`src/rtl/start_token_srl_ctrl.sv`:
```
// Round-robin push arbiter and occupancy tracker in front of a start-token SRL.
// Optional status outputs (if_count, err_underflow) are enabled by defining START_FIFO_STATUS_EN.
module start_token_srl_ctrl #(
  parameter int DATA_WIDTH = 1,
  parameter int ADDR_WIDTH = 1,
  parameter int DEPTH      = 2,
  parameter int NUM_SRC    = 2
) (
  input  logic                          clk,
  input  logic                          reset,
  input  logic [NUM_SRC-1:0]            src_req,
  input  logic [NUM_SRC*DATA_WIDTH-1:0] src_din,
  output logic [NUM_SRC-1:0]            src_grant,
  output logic                          if_full_n,
  output logic                          if_empty_n,
  input  logic                          if_read,
  output logic [DATA_WIDTH-1:0]         if_dout,
`ifdef START_FIFO_STATUS_EN
  output logic [ADDR_WIDTH:0]           if_count,
  output logic                          err_underflow,
`endif
  output logic                          srl_we,
  output logic [DATA_WIDTH-1:0]         srl_din,
  output logic [ADDR_WIDTH-1:0]         srl_addr,
  input  logic [DATA_WIDTH-1:0]         srl_dout
);

  localparam int RR_W = (NUM_SRC > 1) ? $clog2(NUM_SRC) : 1;
  localparam logic [ADDR_WIDTH:0] DEPTH_C = (ADDR_WIDTH+1)'(DEPTH);

  logic [ADDR_WIDTH:0]   count_q, count_d;
  logic [RR_W-1:0]       rr_q, rr_d;
  logic                  full_n_q, full_n_d;
  logic                  empty_n_q, empty_n_d;
  logic [ADDR_WIDTH-1:0] addr_q, addr_d;

  logic                  found;
  logic [RR_W-1:0]       gidx;
  logic [DATA_WIDTH-1:0] din_sel;
  logic                  push, pop;

  // NOTE: every signal written here gets a default first, so no path leaves it unassigned (no latch).
  always_comb begin
    found     = 1'b0;
    gidx      = '0;
    din_sel   = '0;
    src_grant = '0;
    // Scan upward from rr_q, wrapping, and take the first requester; no grant while full.
    for (int i = 0; i < NUM_SRC; i++) begin
      if (!found && full_n_q && !reset && src_req[(int'(rr_q) + i) % NUM_SRC]) begin
        found   = 1'b1;
        gidx    = RR_W'((int'(rr_q) + i) % NUM_SRC);
        din_sel = src_din[((int'(rr_q) + i) % NUM_SRC)*DATA_WIDTH +: DATA_WIDTH];
      end
    end
    if (found) src_grant[gidx] = 1'b1;
  end

  assign push = found;
  assign pop  = if_read & empty_n_q;

  always_comb begin
    count_d = count_q;
    case ({push, pop})
      2'b10:   count_d = count_q + 1'b1;
      2'b01:   count_d = count_q - 1'b1;
      default: count_d = count_q;
    endcase
    addr_d    = (count_d == '0) ? '0 : ADDR_WIDTH'(count_d - 1'b1);
    empty_n_d = (count_d != '0);
    full_n_d  = (count_d != DEPTH_C);
    rr_d      = rr_q;
    if (found) rr_d = (gidx == RR_W'(NUM_SRC-1)) ? '0 : gidx + 1'b1;
  end

  // NOTE: state registers use non-blocking assignments so all flops update together at the edge.
  always_ff @(posedge clk or posedge reset) begin
    if (reset) begin
      count_q   <= '0;
      rr_q      <= '0;
      full_n_q  <= 1'b1;
      empty_n_q <= 1'b0;
      addr_q    <= '0;
    end else begin
      count_q   <= count_d;
      rr_q      <= rr_d;
      full_n_q  <= full_n_d;
      empty_n_q <= empty_n_d;
      addr_q    <= addr_d;
    end
  end

`ifdef START_FIFO_STATUS_EN
  logic err_q;
  always_ff @(posedge clk or posedge reset) begin
    if (reset) err_q <= 1'b0;
    else       err_q <= err_q | (if_read & ~empty_n_q);
  end
  assign if_count      = count_q;
  assign err_underflow = err_q;
`endif

  assign if_full_n  = full_n_q;
  assign if_empty_n = empty_n_q;
  assign if_dout    = srl_dout;
  assign srl_we     = found;
  assign srl_din    = din_sel;
  assign srl_addr   = addr_q;

endmodule

```
`config.mk`:
```
export PLATFORM = sky130hd
export DESIGN_NAME = start_token_srl_ctrl
export DESIGN_NICKNAME = d
export VERILOG_FILES = /design/src/rtl/start_token_srl_ctrl.sv
export SDC_FILE = /design/constraint.sdc
export NUM_CORES = 1
export LEC_CHECK = 0
export BUFFER_PORTS_ARGS = -buffer_cell sky130_fd_sc_hd__buf_2
export CORE_AREA = 2 2 39 41
export DETAILED_ROUTE_END_ITERATION = 8
export DIE_AREA = 0 0 41 43
export SETUP_SLACK_MARGIN = 0.05
export SYNTH_ARGS = -nofsm -noshare
export SYNTH_HDL_FRONTEND = slang
export SYNTH_SLANG_ARGS = --single-unit
export TNS_END_PERCENT = 1
```
`constraint.sdc`:
```
create_clock -name clk -period 2.02 [get_ports clk]
set_input_delay 0.202 -clock clk [delete_from_list [all_inputs] [get_ports clk]]
set_output_delay 0.202 -clock clk [all_outputs]
set_load 0.03 [all_outputs]
```
After elaboration in Yosys (flattened, before gate mapping)
Index checks and enable logic that the tools add are counted. Widths: inputs -> output; s select.

Word-level logic and storage cells: 48. Flip-flop bits (word level): 6. Input bits: 8. Output and inout bits: 8.

Bitwise operators: 2. Add/sub/neg operators: 5. $lt $le $gt $ge: 4. Equality and inequality tests: 3. Multiplexer cells: 17. Reduce and logical (&&, ||, !) cells: 10. Shifts and indexed selects: 2.

Operators by type and width (number): $mux 1 (14); $logic_and 1x1->1 (6); $lt 1x2->1 const B (2); $pmux 2 s2 (1); $shiftx 2x2->1 (2); $lt 2x3->1 const B (1); $add 1x1->1 const B (2); $add 2x1->2 const B (1); $eq 2x1->1 const B (1); $eq 2x2->1 const B (1); $logic_not 1->1 (2); $logic_not 2->1 (1); $mux 2 (1); $ne 2x2->1 const B (1); $reduce_bool 2->1 (1); $sub 2x1->2 const B (1); $and 1x1->1 (1); $and 1x1->1 const A (1); $demux 1 s1 (1); $ge 1x1->1 const B (1); $sub 1x1->1 const B (1).

Logic depth before layout (Yosys ltp)
Gate-level depths: netlist (run 1).

Word-level depth: 14. Gate-level depth with buffers: 6. Depth with buffers taken out: 6.

Worst setup path before layout (run 1)
Ideal clock, no wire load.

Path type: reg-to-output. Start point: register full_n_q (netlist: if_full_n). End point: output port srl_din. Data required time: 1.818 ns. Setup slack: 0.270 ns. Data arrival time: 1.548 ns. Cell stages (with the launch flop): 3. Buffers on the path: 0. Path through: dfstp_2 and2b_1 a21boi_0.

Word-level cells in the longest chain between the ends: 8. Elaborated cells between the ends (all ways): 9. Classes of those cells: mux (3); reduce/logical (6).

Ends and longest elaborated chain: start: declaration (line 33) `logic full_n_q, full_n_d;`; start signal: assignment (line 87) `full_n_q <= full_n_d;`; $logic_and 1x1->1 (2 in series) (line 50) `if (!found && full_n_q && !reset && src_req[(int'(rr_q) + i) % NUM_SRC]) begin`; $mux 1 (line 50); $logic_not 1->1 (line 50); $logic_and 1x1->1 (3 in series) (line 50); $mux 1 * (line 50); end: declaration (line 23) `output logic [DATA_WIDTH-1:0] srl_din,`.

Every way passes the cells marked *; elsewhere a longest branch is shown, timed or not.

Worst setup path in the final report (run 1)
Start point: input port reset. End point: register full_n_q (netlist: if_full_n).

Word-level cells in the longest chain between the ends: 12. Elaborated cells between the ends (all ways): 13. Classes of those cells: eq/ne (3); mux (3); reduce/logical (7).

Ends and longest elaborated chain: start: declaration (line 10) `input logic reset,`; $logic_not 1->1 (no source line) *; $logic_and 1x1->1 (2 in series) (line 50); $mux 1 (line 50); $logic_not 1->1 (line 50); $logic_and 1x1->1 (3 in series) (line 50); $mux 1 * (line 50); $eq 2x1->1 or $eq 2x2->1 (tied branches) (line 64) `case ({push, pop})`; $pmux 2 s2 * (line 64); $ne 2x2->1 * (line 71) `full_n_d = (count_d != DEPTH_C);`; via full_n_d (line 33).

The timed path passes the listed nets; every way through them passes the cells marked *. A chain may end at the register's enable or synchronous reset.

==> impl_metrics.csv, run 1 <==
group,metric,value,unit
global_routing,grt-ovfl-total,0,
logic_synthesis,ys_warn_count,0,
setup_path,r2r-end,"if_full_n",
route,first_pass_iters,4,
route,postRouteAntennaNets,0,
setup_path,cp-start-kind,"primary input",
clock_network,cts_buffer_depth,2,
sta,clock_skew,0.00274,ns
placement,dpl_worst_slack,0.286,ns
clock_network,postCtsResizedCells,0,
logic_synthesis,synth_top_area_share,37.0,%
placement,dp.cells,62,
floorplanning,die_area,0.00176,mm2
sta,whs,0.186,ns
setup_path,cp.arrival,2.04,ns
floorplanning,core_area,0.00138,mm2
power_and_ir_drop,power,0.666,mW
cells_and_area,drive_above_1_share,35.3,%
global_routing,grt_max_degree,8,
setup_path,worstPathRequired,2.20,ns
power_and_ir_drop,combPwrFrac,46.1,%
logic_synthesis,yosysMostFrequentCell,"dfrtp_1",
status,outcome,"finished clean",
global_routing,grt_pass1_vias,246,
clock_network,cts_tree,"built",
clock_network,h-tree-depth,1,
clock_network,cts_buffers,3,
route,wl_per_cell,9.79,um
power_and_ir_drop,intPower,0.385,mW
logic_synthesis,synth.ff_latch_count,6,
logic_synthesis,yosys-top-cells-count,"5 x dfrtp_1, 4 x nand2_1, 3 x inv_1",
placement,place.gp.congestion,0.780,
clock_network,clkTransAtPathRegs,0.05,ns
global_routing,grt_use_total,9.07,%
power_and_ir_drop,vdd_drop_max,346,uV
route,initialDrtViolationCount,9,
floorplanning,row_count,14,
cells_and_area,fill_cells,144,
power_and_ir_drop,power_frac_seq,35.4,%
power_and_ir_drop,clkPwrFrac,18.5,%
floorplanning,die_y,43,um
sta,worst_pin_slew,0.240,ns
setup_path,ff2ff_setup_slack,0.30,ns
power_and_ir_drop,p_sw_share,42.2,%
global_routing,grt_first_pass_wirelength,972,um
sta,fin_ws,0.159,ns
clock_network,clk_latency,0.25,ns
worst_hold_path,min_from,"src_req[1]",
cells_and_area,final_cells,67,
clock_network,clock_sink_count,6,
route,wl,656,um
setup_path,critPathMaxFanout,6,
sta,slew_headroom,84.0,%
route,viasPerCell,4.46,
logic_synthesis,synth_largest_area_cell,"dfrtp_1",
sta,hold_viol_final,0,
worst_hold_path,holdPathEnd,"rr_q",
setup_path,critical_path.max_stage_delay,0.53,ns
sta,finalSetupTns,0,ns
placement,hpwl,505,um
logic_synthesis,synth-edff-count,0,
logic_synthesis,ys_seq_area_share,44.8,%
setup_path,cp-end-kind,"flip-flop",
floorplanning,die_w,41,um
logic_synthesis,ys.flop_type,"dfrtp_1",
logic_synthesis,synthTopCellsByArea,"dfrtp_1 37%, dfstp_2 7.8%, xnor2_1 5.2%, xor2_1 5.2%, nand2_1 4.4%",
power_and_ir_drop,switching_power,0.281,mW
logic_synthesis,async_reset_ff_share,100,%
placement,numPortBuffers,13,
sta,fin_crit_sh,92.1,%
power_and_ir_drop,p_leak,0.226,nW
clock_network,root_buffer,"clkbuf_4",
sta,rsz0062_at_grt,"no",
run,maxCapViolCount,0,
sta,period_minus_slack,1.86,ns
setup_path,cpMaxStageDelayCell,"dlygate4sd3_1",
clock_network,post_cts_buffers,0,
logic_synthesis,synthesis.area,338,um2
floorplanning,num_io_pins,16,
sta,fmax,0.537,GHz
setup_path,worstSetupPathType,"primary input to flip-flop",
global_routing,antenna_found_initial,0,
logic_synthesis,post_synth.cell_area_avg,9.65,um2
logic_synthesis,syn_nets,44,
cells_and_area,areaGrowthSynthToFinish,30.4,%
setup_path,r2r_start,"if_full_n",
floorplanning,initial_core_util,24.4,%
setup_path,reg2reg_depth,6,
sta,finalSetupViolCount,0,
route,num_vias,299,
logic_synthesis,syn_inst,35,
cells_and_area,final_nets,61,
worst_hold_path,holdCritPathClass,"primary input to flip-flop",
power_and_ir_drop,powerDensity,1510,mW/mm2
sta,finalMaxSlewViolations,0,
cells_and_area,num_antenna_cells,0,
logic_synthesis,yosysUniqueCellTypes,21,
route,drc,0,
setup_path,cp_cell_sequence,"dlygate4sd3_1 -> buf_2 -> and2b_1 -> o21ai_0 -> ha_1 -> inv_1 -> nand2_1 -> o22a_2",
worst_hold_path,min_path_cells,2,
[what timing repair did]
| item | in CTS | in global routing |
|---|---|---|
| endpoints found under the hold margin | 5 | 0 |
| endpoints found under the setup margin | 0 | 1 |
| hold buffers | 1 | 0 |
[power by group through the flow]
stage | Combinational, mW | Sequential [mW] | Clock [mW]
6_report | 0.307 | 0.236 | 0.123
3_5_place_dp | 0.307 | 0.237 | 0
5_1_grt | 0.340 | 0.244 | 0.137
2_1_floorplan | 0.236 | 0.261 | 0
3_3_place_gp | 0.307 | 0.232 | 0
4_1_cts | 0.309 | 0.235 | 0.132
[routing by layer]
layer,share of wire [%],track usage [%],up-vias
met2,43,12.5,22
met1,42,8.47,126
met4,1.2,12.0,0
met5,0,0,-
li1,-,-,149
met3,13,3.14,2
[how the worst max path moves through the flow]
stage	endpoint	depth (start not counted)	startpoint
2_1_floorplan	srl_din	2	if_full_n
3_3_place_gp	if_full_n	6	if_full_n
3_5_place_dp	if_full_n	6	if_full_n
4_1_cts	if_full_n	8	reset
5_1_grt	if_full_n	8	reset
6_report	if_full_n	8	reset
[final cells by class]
type / instances / area [um2] / area share (%)
clock buffer: 4 / 26.3 / 5.97
inverter: 3 / 11.3 / 2.56
multi-input combinational: 24 / 156 / 35.5
sequential: 6 / 151 / 34.4
tap: 16 / 20.0 / 4.55
timing repair buffer: 14 / 75.1 / 17.0
[placed cells by master, fill, tap and decap left out]
| cell | instances |
|---|---|
| buf_2 | 13 |
| dfrtp_1 | 5 |
| nand2_1 | 4 |
| inv_1 | 3 |
| clkbuf_4 | 3 |
| and3_1 | 2 |
| xnor2_1 | 2 |
| xor2_1 | 2 |
| a31oi_1 | 2 |
| nand3_1 | 2 |
| and2b_1 | 1 |
| o21ai_0 | 1 |
| and2_1 | 1 |
| nor3_1 | 1 |
| o22ai_1 | 1 |
| o22a_2 | 1 |
| nand2b_1 | 1 |
| a21boi_0 | 1 |
| a21oi_1 | 1 |
| ha_1 | 1 |
| clkbuf_1 | 1 |
| dlygate4sd3_1 | 1 |
| dfstp_2 | 1 |
[logic make-up (layout without fill, tap and decap cells)]
family	count (synthesis)	in the layout	synth area share [%]
buffers and inverters	5	21	8.89
and+or+nand+nor	12	12	18.5
xor gates and xnor gates	4	4	10.4
AOI/OAI and AO/OA	7	7	13.7
adders and majority gates	1	1	3.70
DFF	6	6	44.8
[metrics by stage]
step | utilization [%] | area [um2]
finish | 31.8 | 440
global route | 31.8 | 440
CTS | 31.8 | 440
detailed placement | 29.2 | 404
global placement | 29.2 | 404
floorplan | - | 338
[flip-flops by register name, summed over array words and instances, names as in the netlist]
signal and flops:
count_q 2, rr_q 1, if_empty_n 1, if_full_n 1, srl_addr 1
[critical path, delay by kind of cell]
family / cells / cell delay, ns
AO/OA/AOI/OAI: 2 / 0.38
buffers and inverters: 3 / 0.78
adder cells (fa/ha/maj): 1 / 0.34
AND/OR/NAND/NOR: 2 / 0.34
No activity file was read; power rests on OpenSTA's default activity.
==> run 2: changes to the inputs <==
- ABC_AREA: unset -> 1
- MAX_ROUTING_LAYER: unset -> met4
==> run 2 against run 1 <==
Maximum frequency decreased by 0.27%. Sequential share of layout area decreased by 3.2 points. First-iteration DRC count decreased by 89%. Worst hold slack improved by 0.080 ns. Global-route usage decreased by 0.25 points. Synthesized cell count increased by 37%.
==> impl_metrics.csv, run 2 <==
group,metric,value,unit
status,outcome,"finished clean",
cells_and_area,fill_cells,153,
clock_network,clkTransAtPathRegs,0.05,ns
sta,finalSetupTns,0,ns
sta,worst_pin_slew,0.252,ns
route,wl_per_cell,8.48,um
clock_network,cts_buffers,3,
power_and_ir_drop,powerDensity,1480,mW/mm2
route,postRouteAntennaNets,0,
power_and_ir_drop,switching_power,0.331,mW
cells_and_area,multi_input_area,168,um2
run,maxCapViolCount,0,
floorplanning,num_io_pins,16,
sta,clock_skew,0.000779,ns
logic_synthesis,post_synth.cell_area_avg,7.51,um2
logic_synthesis,synth_largest_area_cell,"dfrtp_1",
route,wl,687,um
logic_synthesis,synthTopCellsByArea,"dfrtp_1 35%, nand2_1 11%, inv_1 9.4%, dfstp_2 7.3%, nand2_2 5.2%",
global_routing,antenna_found_initial,0,
cells_and_area,areaGrowthSynthToFinish,34.7,%
logic_synthesis,synth_top_area_share,34.7,%
cells_and_area,largest_reg_flops,2,
global_routing,gr-max-usage-layer,"met1",
logic_synthesis,syn_inst,48,
worst_hold_path,min_path_cells,3,
logic_synthesis,yosysMostFrequentCell,"nand2_1",
sta,fin_crit_sh,92.4,%
logic_synthesis,syn_nets,57,
cells_and_area,final_nets,75,
floorplanning,die_w,41,um
setup_path,cp.arrival,2.03,ns
power_and_ir_drop,power_frac_seq,30.4,%
logic_synthesis,ys_warn_count,0,
placement,dpl_worst_slack,0.368,ns
placement,hpwl,580,um
route,drc,0,
cells_and_area,final_common_cell,"buf_2",
placement,place_area,438,um2
logic_synthesis,async_reset_ff_share,100,%
power_and_ir_drop,intPower,0.386,mW
power_and_ir_drop,p_sw_share,46.1,%
global_routing,grt_first_pass_wirelength,972,um
route,first_pass_iters,4,
sta,finalSetupViolCount,0,
sta,period_minus_slack,1.87,ns
sta,rsz0062_at_grt,"yes",
logic_synthesis,ys.flop_type,"dfrtp_1",
cells_and_area,drive_above_1_share,41.5,%
setup_path,critical_path.max_stage_delay,0.53,ns
clock_network,h-tree-depth,1,
setup_path,worstSetupPathType,"primary input to flip-flop",
sta,fmax,0.536,GHz
power_and_ir_drop,p_leak,0.292,nW
setup_path,cpMaxStageDelayCell,"dlygate4sd3_1",
global_routing,grt_use_total,8.83,%
setup_path,reg2reg_depth,7,
global_routing,grtUsageMet1,12.3,%
floorplanning,row_count,14,
placement,numPortBuffers,13,
global_routing,grtUsageMet3,1.57,%
clock_network,root_buffer,"clkbuf_4",
global_routing,grt-ovfl-total,0,
logic_synthesis,yosys-top-cells-count,"11 x nand2_1, 9 x inv_1, 5 x dfrtp_1",
clock_network,clk_latency,0.24,ns
logic_synthesis,ys_seq_area_share,42.0,%
route,num_vias,324,
global_routing,grt_pass1_vias,249,
setup_path,worst_path_most_repeated_cell,"inv_1",
sta,finalMaxSlewViolations,0,
setup_path,critPathMaxFanout,7,
cells_and_area,num_antenna_cells,0,
logic_synthesis,synthesis.area,360,um2
clock_network,post_cts_buffers,0,
cells_and_area,regArea,151,um2
floorplanning,die_area,0.00176,mm2
clock_network,cts_buffer_depth,2,
route,initialDrtViolationCount,1,
power_and_ir_drop,clkPwrFrac,16.4,%
floorplanning,die_y,43,um
route,viasPerCell,4.00,
sta,hold_viol_final,0,
clock_network,cts_tree,"built",
cells_and_area,final_cell_mix,"13 x buf_2, 11 x nand2_1, 9 x inv_1",
floorplanning,initial_core_util,26.0,%
floorplanning,core_area,0.00138,mm2
sta,slew_headroom,83.1,%
global_routing,grt_max_degree,8,
cells_and_area,regMostFlops,"count_q",
clock_network,clock_sink_count,6,
sta,fin_ws,0.154,ns
logic_synthesis,synth-edff-count,0,
worst_hold_path,holdCritPathClass,"primary input to flip-flop",
setup_path,cp-start-kind,"primary input",
global_routing,met2_usage,10.3,%
cells_and_area,stdcell_area,485,um2
power_and_ir_drop,vdd_drop_max,542,uV
setup_path,worstPathRequired,2.19,ns
placement,place.gp.congestion,0.664,
placement,dp.cells,76,
logic_synthesis,synth.ff_latch_count,6,
power_and_ir_drop,combPwrFrac,53.1,%
cells_and_area,final_cells,81,
setup_path,cp_cell_sequence,"dlygate4sd3_1 -> buf_2 -> inv_2 -> nand2_1 -> nor2_2 -> inv_1 -> ha_1 -> inv_1 -> nand4_2 -> a21oi_2",
logic_synthesis,yosysUniqueCellTypes,18,
setup_path,cp-end-kind,"flip-flop",
[run 2: changes by cell type after synthesis, moves of 2 or more]
cell,delta
xor2_1,-2
inv_2,+3
nand2_2,+3
a31oi_1,-2
nor2_1,+2
inv_1,+6
nand2_1,+7
[run 2: area by class of cell]
type / count / share of cell area (%)
Multi-Input combinational cell: 29 / 34.5
Sequential cell: 6 / 31.2
Timing Repair Buffer: 14 / 15.5
Inverter: 12 / 9.28
Clock buffer: 4 / 5.41
Tap cell: 16 / 4.12
[run 2: repair_timing]
| action | CTS | global route |
|---|---|---|
| resized for setup | 0 | 2 |
| hold buffers | 1 | 0 |
| endpoints found under the hold margin | 5 | 0 |
| endpoints found under the setup margin | 0 | 2 |
[run 2: metal layers]
layer  up-vias  routed length (um)
met2        11                 307
met1       131                 335
li1        182                   -
met5         -                   0
met3         0                  44
met4         0                   0
[run 2: kinds of logic after synthesis]
kind of cell	synth area share, %
AND/OR/NAND/NOR	31.6
XOR/XNOR	2.43
adder cells (fa/ha/maj)	3.47
AO/OA/AOI/OAI	5.90
buffers and inverters	14.6
flip-flops	42.0
[run 2: worst max-delay path: cells and delay by family]
family	cells	cell delay, ns
compound gates	1	0.18
fa+ha+maj	1	0.33
buf+inv	5	0.92
simple gates	3	0.40
[run 2: worst paths after layout]
check / to / startpoint / slack, ns
worst max-delay path: srl_addr / reset / 0.15
worst min-delay path: rr_q / src_req[0] / 0.27
worst max register to register: srl_addr / if_full_n / 0.38
worst min register to register: count_q[1] / count_q[1] / 0.54
max in group asynchronous: if_full_n / reset / 1.42
min in group asynchronous: srl_addr / reset / 0.38
[run 2: power groups by stage]
| stage | clock, mW | sequential [mW] | combinational, mW |
|---|---|---|---|
| after CTS | 0.123 | 0.215 | 0.358 |
| after global placement | 0 | 0.213 | 0.351 |
| after floorplan | 0 | 0.256 | 0.234 |
| after global routing | 0.136 | 0.224 | 0.414 |
| after detailed placement | 0 | 0.216 | 0.354 |
| final | 0.118 | 0.218 | 0.381 |
[run 2: per-stage QoR]
| step | total power, mW | hold slack [ns] | util (%) |
|---|---|---|---|
| after floorplan | 0.491 | -0.0361 | - |
| after global placement | 0.565 | 0.0916 | 31.6 |
| after detailed placement | 0.571 | 0.0941 | 31.6 |
| after CTS | 0.696 | 0.256 | 34.3 |
| after global routing | 0.775 | 0.294 | 35.1 |
| final | 0.717 | 0.266 | 35.1 |
==> run 3: changes to the inputs <==
- GPL_ROUTABILITY_DRIVEN: unset -> 0
- GPL_TIMING_DRIVEN: unset -> 0
==> run 3 against run 2 <==
Register-to-register slack better by 0.04 ns. Clock power about the same. Sequential power down 2%. First-iteration DRC count rose to 6.0 times the previous value. Clock skew up 0.0083 ns. Sequential share of layout area down 0.55 points. Die area unchanged. Routed wire length up 5.8%. Sequential cell count unchanged. Non-clock buffer count up 2. Combinational power down 5.2%. Design area up 1.8%.
==> impl_metrics.csv, run 3 (same netlist as run 2, synthesis figures left out) <==
group,metric,value,unit
sta,hold_viol_final,0,
setup_path,critical_path.max_stage_delay,0.52,ns
placement,place_area,450,um2
global_routing,grt_pass1_vias,311,
sta,rsz0062_at_grt,"no",
route,drc,0,
cells_and_area,regMostFlops,"count_q",
floorplanning,die_area,0.00176,mm2
route,wl,727,um
sta,finalSetupViolCount,0,
route,num_vias,363,
clock_network,clkTransAtPathRegs,0.05,ns
global_routing,grt_first_pass_wirelength,1140,um
placement,dpl_worst_slack,0.390,ns
placement,hpwl,582,um
sta,finalMaxSlewViolations,0,
worst_hold_path,holdCritPathClass,"primary input to flip-flop",
clock_network,clock_sink_count,6,
global_routing,antenna_found_initial,0,
cells_and_area,largest_reg_flops,2,
route,postRouteAntennaNets,0,
setup_path,worstSetupPathType,"primary input to flip-flop",
floorplanning,initial_core_util,26.0,%
route,first_pass_iters,4,
sta,slew_headroom,80.5,%
power_and_ir_drop,p_leak,0.296,nW
clock_network,post_cts_buffers,0,
cells_and_area,final_cell_mix,"14 x buf_2, 11 x nand2_1, 9 x inv_1",
clock_network,clk_latency,0.25,ns
global_routing,grt_use_total,9.65,%
sta,period_minus_slack,1.80,ns
floorplanning,num_io_pins,16,
setup_path,cp-start-kind,"primary input",
setup_path,worstPathRequired,2.20,ns
cells_and_area,stdcell_area,494,um2
cells_and_area,drive_above_1_share,40.3,%
sta,fin_ws,0.219,ns
setup_path,cp.arrival,1.98,ns
route,wl_per_cell,8.76,um
clock_network,root_buffer,"clkbuf_4",
route,initialDrtViolationCount,6,
setup_path,cpMaxStageDelayCell,"dlygate4sd3_1",
clock_network,h-tree-depth,1,
power_and_ir_drop,vdd_drop_max,591,uV
status,outcome,"finished clean",
cells_and_area,final_nets,77,
floorplanning,row_count,14,
clock_network,cts_buffers,3,
setup_path,cp_cell_sequence,"dlygate4sd3_1 -> buf_2 -> inv_4 -> nand2_1 -> nor2_4 -> inv_1 -> ha_1 -> xnor2_1 -> inv_2 -> nand3_1",
sta,fmax,0.555,GHz
sta,fin_crit_sh,89.1,%
sta,clock_skew,0.00905,ns
clock_network,cts_tree,"built",
floorplanning,die_y,43,um
setup_path,cp-end-kind,"flip-flop",
placement,numPortBuffers,14,
sta,worst_pin_slew,0.290,ns
clock_network,cts_buffer_depth,2,
power_and_ir_drop,powerDensity,1410,mW/mm2
setup_path,critPathMaxFanout,7,
floorplanning,die_w,41,um
power_and_ir_drop,power,0.696,mW
sta,finalSetupTns,0,ns
floorplanning,core_area,0.00138,mm2
cells_and_area,num_antenna_cells,0,
cells_and_area,areaGrowthSynthToFinish,37.2,%
cells_and_area,final_common_cell,"buf_2",
global_routing,grt-ovfl-total,0,
run,maxCapViolCount,0,
route,viasPerCell,4.37,
global_routing,grt_max_degree,8,
## run 3: changes by cell type in the layout (fill, tap and decap cells not counted)
| cell | before | now |
|---|---|---|
| inv_2 | 3 | 2 |
| a21oi_1 | 0 | 1 |
| nor2_4 | 0 | 1 |
| nor2_2 | 1 | 0 |
| xnor2_1 | 0 | 1 |
| buf_2 | 13 | 14 |
| a21oi_2 | 1 | 0 |
| inv_4 | 0 | 1 |
| buf_4 | 0 | 1 |
| xnor2_2 | 1 | 0 |
## run 3: layout make-up
| type | count | area, um2 |
|---|---|---|
| Clock buffer | 4 | 26.3 |
| Buffer | 1 | 7.51 |
| Timing Repair Buffer | 15 | 80.1 |
| Sequential cell | 6 | 151 |
| Multi-Input combinational cell | 29 | 161 |
| Inverter | 12 | 47.5 |
| Fill cell | 155 | 890 |
| Tap cell | 16 | 20.0 |
## run 3: worst paths after layout
path	startpoint	to	slack, ns	cells past startpoint
min	src_req[0]	rr_q	0.27	3
min in group asynchronous	reset	count_q[1]	0.37	3
min reg2reg	count_q[1]	count_q[1]	0.52	2
max reg2reg	if_full_n	if_empty_n	0.42	7
max in group asynchronous	reset	if_full_n	1.44	3
max	reset	if_empty_n	0.22	10
## run 3: repair_timing
item	CTS	global route
setup endpoints to repair	0	4
resized for setup	0	2
hold endpoints to repair	5	0
hold buffers	1	0
## run 3: per-layer routing
layer | GRT usage, % | vias to the layer above | routed length [um]
li1 | - | 182 | -
met1 | 10.9 | 166 | 322
met2 | 15.0 | 15 | 348
met3 | 1.57 | 0 | 56
met4 | 6.00 | 0 | 0
met5 | - | - | 0
## run 3: stage by stage
| stage | utilization (%) | hold slack, ns | cells |
|---|---|---|---|
| after floorplan | - | -0.0361 | 48 |
| after global placement | 32.5 | 0.0915 | 78 |
| after detailed placement | 32.5 | 0.0937 | 78 |
| after CTS | 35.2 | 0.265 | 83 |
| after global routing | 35.7 | 0.269 | 83 |
| final | 35.7 | 0.268 | 83 |
## run 3: worst max-delay path, delay by kind of cell
family        cells  cell delay (ns)
simple gates      3             0.32
fa+ha+maj         1             0.31
buf+inv           5             0.86
xor+xnor          1             0.27
## run 3: power by group
group | internal (mW) | total, mW | switching, mW
Sequential | 0.180 | 0.214 | 0.0341
Clock | 0.0750 | 0.121 | 0.0461
Combinational | 0.119 | 0.361 | 0.242
Total | 0.374 | 0.696 | 0.322
